--- config.mk ---
export PLATFORM = sky130hd
export DESIGN_NAME = count_bank
export DESIGN_NICKNAME = d
export VERILOG_FILES = /design/src/rtl/count_bank_pkg.sv /design/src/rtl/count_channel.sv /design/src/rtl/count_bank.sv
export SDC_FILE = /design/constraint.sdc
export NUM_CORES = 1
export LEC_CHECK = 0
export CAP_MARGIN = 40
export CORE_ASPECT_RATIO = 2
export CORE_MARGIN = 1
export CORE_UTILIZATION = 35
export DETAILED_ROUTE_END_ITERATION = 8
export GPL_TIMING_DRIVEN = 0
export PLACE_DENSITY = 0.67
export SYNTH_ARGS = -nofsm -noshare
export SYNTH_HDL_FRONTEND = slang
export SYNTH_SLANG_ARGS = --single-unit
--- constraint.sdc ---
create_clock -name clk -period 4.3 [get_ports clk]
set_input_delay 1.075 -clock clk [delete_from_list [all_inputs] [get_ports clk]]
set_output_delay 1.075 -clock clk [all_outputs]
set_load 0.02 [all_outputs]
--- src/rtl/count_bank_pkg.sv ---
// rtl/count_bank_pkg.sv - shared constants and elaboration helpers for the counter bank
package count_bank_pkg;

    localparam int MODE_WRAP = 0;
    localparam int MODE_SAT  = 1;

    localparam int WIDTH_MIN    = 2;
    localparam int WIDTH_MAX    = 32;
    localparam int CHANNELS_MIN = 1;
    localparam int CHANNELS_MAX = 8;

    // Lowest bit of channel k inside a packed CHANNELS*WIDTH bus.
    function automatic int slice_lo(input int k, input int width);
        return k * width;
    endfunction

    // A saturating counter cannot produce a carry ripple, so cascade+saturate is rejected.
    function automatic bit params_legal(input int width, input int channels,
                                        input int saturate, input int cascade);
        bit ok;
        ok = 1'b1;
        if (width < WIDTH_MIN || width > WIDTH_MAX) ok = 1'b0;
        if (channels < CHANNELS_MIN || channels > CHANNELS_MAX) ok = 1'b0;
        if (saturate != MODE_WRAP && saturate != MODE_SAT) ok = 1'b0;
        if (cascade != 0 && saturate == MODE_SAT) ok = 1'b0;
        return ok;
    endfunction

endpackage

--- src/rtl/count_channel.sv ---
// rtl/count_channel.sv - one WIDTH-bit up/down counter with clear, load and terminal flag
module count_channel
    import count_bank_pkg::*;
#(
    parameter int WIDTH    = 8,
    parameter int SATURATE = MODE_WRAP
) (
    input  logic             clk,
    input  logic             reset,
    input  logic             clear,
    input  logic             load,
    input  logic [WIDTH-1:0] load_value,
    input  logic             step,
    input  logic             direction,
    output logic [WIDTH-1:0] count,
    output logic             terminal,
    output logic             carry_out
);

    localparam logic [WIDTH-1:0] ONE     = WIDTH'(1);
    localparam logic [WIDTH-1:0] MAX_VAL = {WIDTH{1'b1}};

    logic at_bound;

    assign at_bound  = direction ? (count == MAX_VAL) : (count == '0);
    // Carry only ripples out of a genuine boundary step; clear/load win over stepping.
    assign carry_out = step & at_bound & ~clear & ~load;

    always_ff @(posedge clk or negedge reset) begin
        if (!reset) begin
            count    <= '0;
            terminal <= 1'b0;
        end else if (clear) begin
            count    <= '0;
            terminal <= 1'b0;
        end else if (load) begin
            count    <= load_value;
            terminal <= 1'b0;
        end else if (step) begin
            terminal <= at_bound;
            if (at_bound && SATURATE == MODE_SAT) begin
                count <= count;
            end else if (direction) begin
                count <= count + ONE;
            end else begin
                count <= count - ONE;
            end
        end else begin
            terminal <= 1'b0;
        end
    end

endmodule

--- src/rtl/count_bank.sv ---
// rtl/count_bank.sv - bank of up/down counters with optional cascade into one wide counter
module count_bank
    import count_bank_pkg::*;
#(
    parameter int WIDTH    = 8,
    parameter int CHANNELS = 3,
    parameter int SATURATE = MODE_WRAP,
    parameter int CASCADE  = 0
) (
    input  logic                      clk,
    input  logic                      reset,
    input  logic [CHANNELS-1:0]       clear,
    input  logic [CHANNELS-1:0]       load,
    input  logic [CHANNELS*WIDTH-1:0] load_value,
    input  logic [CHANNELS-1:0]       enable,
    input  logic [CHANNELS-1:0]       direction,
    output logic [CHANNELS*WIDTH-1:0] count,
    output logic [CHANNELS-1:0]       terminal
);

    generate
        if (!params_legal(WIDTH, CHANNELS, SATURATE, CASCADE)) begin : g_illegal
            $error("count_bank: illegal parameters (WIDTH 2..32, CHANNELS 1..8, no CASCADE with SATURATE)");
        end
    endgenerate

    // A single channel has nothing to chain into, so it always runs independently.
    localparam bit CHAINED = (CASCADE != 0) && (CHANNELS > 1);

    logic [CHANNELS-1:0] step;
    logic [CHANNELS-1:0] carry;
    logic [CHANNELS-1:0] dir_eff;

    genvar k;
    generate
        for (k = 0; k < CHANNELS; k++) begin : g_chan
            if (CHAINED && k > 0) begin : g_casc
                assign step[k]    = enable[k] & carry[k-1];
                assign dir_eff[k] = direction[0];
            end else begin : g_indep
                assign step[k]    = enable[k];
                assign dir_eff[k] = direction[k];
            end

            count_channel #(
                .WIDTH    (WIDTH),
                .SATURATE (SATURATE)
            ) u_channel (
                .clk        (clk),
                .reset      (reset),
                .clear      (clear[k]),
                .load       (load[k]),
                .load_value (load_value[slice_lo(k, WIDTH) +: WIDTH]),
                .step       (step[k]),
                .direction  (dir_eff[k]),
                .count      (count[slice_lo(k, WIDTH) +: WIDTH]),
                .terminal   (terminal[k]),
                .carry_out  (carry[k])
            );
        end
    endgenerate

endmodule

==> results of run 1 <==
[routing by layer]
| metal | GRT usage, % | share of wire, % | vias up |
|---|---|---|---|
| li1 | - | - | 1170 |
| met1 | 19.84 | 37 | 1137 |
| met2 | 36.88 | 58 | 59 |
| met3 | 1.940 | 3.0 | 12 |
| met4 | 7.670 | 2.1 | 0 |
| met5 | 0 | 0 | - |
[worst min-delay path, stage by stage (launching register included)]
cell and delay, ns:
dfrtp_1 0.42, nand2_1 0.08, a21oi_1 0.06
[logic make-up (layout without fill, tap and decap cells)]
logic type / Yosys count / in the layout
fa+ha+maj: 21 / 21
flops: 27 / 27
buf+inv: 23 / 87
compound gates: 86 / 86
mux: 8 / 8
xor+xnor: 11 / 11
simple gates: 98 / 98
[how the worst max path moves through the flow]
stage | slack [ns] | end
finish | 0.88 | g_chan[0].u_channel.count[7]
global route | 0.82 | g_chan[2].u_channel.count[7]
CTS | 0.94 | g_chan[0].u_channel.count[7]
detailed placement | 0.68 | g_chan[2].u_channel.count[7]
global placement | 0.70 | g_chan[2].u_channel.count[7]
floorplan | 1.59 | g_chan[1].u_channel.count[7]
[where the power goes]
group	leakage [nW]	total (mW)	switching [mW]	internal (mW)
sequential	0.356	0.310	0.0356	0.275
clock	0.0382	0.216	0.0889	0.127
combinational	0.924	0.336	0.168	0.168
[registers in the layout, indices dropped and copies added (netlist names)]
| name | count |
|---|---|
| g_chan.u_channel.terminal | 3 |
| g_chan.u_channel.count | 24 |
[metrics by stage]
stage	power (mW)	util [%]	hold slack, ns
after global routing	0.9210	48.31	0.6208
final	0.8623	48.31	0.5868
after CTS	0.8729	48.31	0.5877
after global placement	0.6430	46.68	0.5611
after detailed placement	0.6511	47.13	0.5783
after floorplan	0.5177	-	0.6353
[synthesized netlist by cell type (4+ instances only)]
cell,count
nor3b_1,8
a211oi_1,6
o21a_1,5
o21ai_0,9
nor2_1,32
buf_6,6
inv_1,8
a21oi_1,27
ha_1,18
or4b_1,5
xnor2_1,9
a22oi_1,14
nand2b_1,8
nand2_1,11
o21bai_1,4
dfrtp_1,27
nand4_1,6
nor4_1,7
o211ai_1,4
mux2i_1,8
[final cells by class]
class	instances	area, um2	share of cell area [%]
clock buffer	4	78.83	2.445
inverter	8	30.03	0.9313
sequential	27	675.6	20.95
multi-input combinational	224	1603	49.71
timing repair buffer	60	610.6	18.94
buffer	15	116.4	3.609
tap	88	110.1	3.415
==> out/qor.yml, run 1 <==
status: "complete, no violations"
cp-start-kind: "primary input"
synth-edff-count: 0
grt-ovfl-total: 0
n_antenna_cell: 0
path_buf_inv: 2
cp-end-kind: "flop"
vias: 2378
synthTopCellsByArea: "dfrtp_1, ha_1, a21oi_1"
min_path_type: "reg2reg"
synth_compound_area_share_pct: 24.15
clkSinkCount: 27
place_worst_setup_slack_ns: 0.6804
hold_end: "g_chan[2].u_channel.terminal"
holdPathStages: 2
path_class: "in2reg"
syn_to_final_growth_pct: 32.97
syn_nets: 333
max_cap_viol_count: 0
hold_start: "g_chan[2].u_channel.count[4]"
place_congestion: 0.8473
worst_pin_slew_ns: 0.5710
core_um2: 6674
drive_gt1_share_pct: 6.213
numCtsBuffers: 3
fp.dieH_um: 119.7
max_freq_mhz: 292.5
grt_pass1_wl_um: 10810
cp.arrival_ns: 3.55
grt_pass1_vias: 2345
synth_top_area_share_pct: 27.86
synth_adder_area_share_pct: 11.76
fill_cells: 667
finalNetCount: 398
post_cts_resized: 0
clk_latency_ns: 0.26
path_depth: 7
hold_viol_final: 0
synth_area_leader_cell: "dfrtp_1"
ys.warnings.count: 0
fin_crit_sh_pct: 79.52
postLayoutCellArea_um2: 3224
rows: 42
htree_levels: 1
place_area_um2: 3146
synth_flop_cell: "dfrtp_1"
yosys.area_share.simple_pct: 22.91
wire_per_inst_um: 15.50
synthArstFlopShare_pct: 100.0
vdd_drop_max_mv: 0.1243
p_leak_nw: 1.318
crit_start: "direction[0]"
fin_crit_ns: 3.419
cts-hold-fix-buffers: 0
start_util_pct: 36.33
dp.cells: 422
yosysSeqAreaShare_pct: 27.86
synth_xor_area_share_pct: 3.973
fp.dieW_um: 60.86
r2r-start: "g_chan[0].u_channel.count[6]"
rr_endpoint: "g_chan[0].u_channel.count[7]"
io_buffer_count: 58
syn_area_per_cell_um2: 8.850
drc: 0
critPathTopFamily: "buffers and inverters"
ys_ff_latch: 27
setup_violations: 0
hpwl_um: 5410
wl_um: 6604
slew_headroom_pct: 61.70
rsz0062_at_grt: "no"
ioPinCount: 65
critPathSlowestCell: "clkdlybuf4s50_1"
synthMuxAreaShare_pct: 3.302
powerDensity_nw_per_um2: 267.4
syn-instance-count: 274
tritoncts: "done"
cpPeakStageDelay_ns: 0.56
skew_ns: 0.006999
root_buffer: "clkbuf_16"
final_common_cell: "clkdlybuf4s50_1"
critPathMaxFanout: 7
cts_setup_buffers: 0
synth_top_family_by_area: "compound AO/OA/AOI/OAI gates"
grt_max_degree: 15
dr.pass1.iters: 4
maxSlewViolCount: 0
ant_nets: 0
required_ns: 4.43
ys_types: 46
grtUsageTotal_pct: 19.26
dieArea_um2: 7285
clk_path_buf_depth: 2
clk_pin_slew_ns: 0.07
finalSetupTns_ns: 0
final_cell_mix: "clkdlybuf4s50_1, nor2_1, a21oi_1, dfrtp_1, ha_1"
fin_cells: 426
netlist_area_um2: 2425
grt_antenna_before_repair: 0
detailedRoute.firstIterationViolations: 106
reg2regPathDepth: 5
r2r_slack_ns: 2.04
timing.final.ws_setup_ns: 0.8808
via_per_inst: 5.582
path_cells: "clkdlybuf4s50_1, inv_1, ha_1, a2111oi_0, o21ai_0, nand3_1, or3b_2"
(Power assumes the default switching activity.)
==> run 2, diff against run 1 <==
==> constraint.sdc (replaced) <==
create_clock -name clk -period 3.3 [get_ports clk]
set_input_delay 0.825 -clock clk [delete_from_list [all_inputs] [get_ports clk]]
set_output_delay 0.825 -clock clk [all_outputs]
set_load 0.02 [all_outputs]
==> results of run 2 <==
Same layout as run 1 (identical final DEF). Status: complete, no violations.
Main changes from that run: setup slack after placement 0.6804 ns -> -0.06962 ns; setup slack after layout 0.8808 ns -> 0.1308 ns; register-to-register setup slack 2.04 ns -> 1.04 ns; total power 0.8623 mW -> 1.124 mW; worst IR drop on VDD 0.1243 mV -> 0.1619 mV
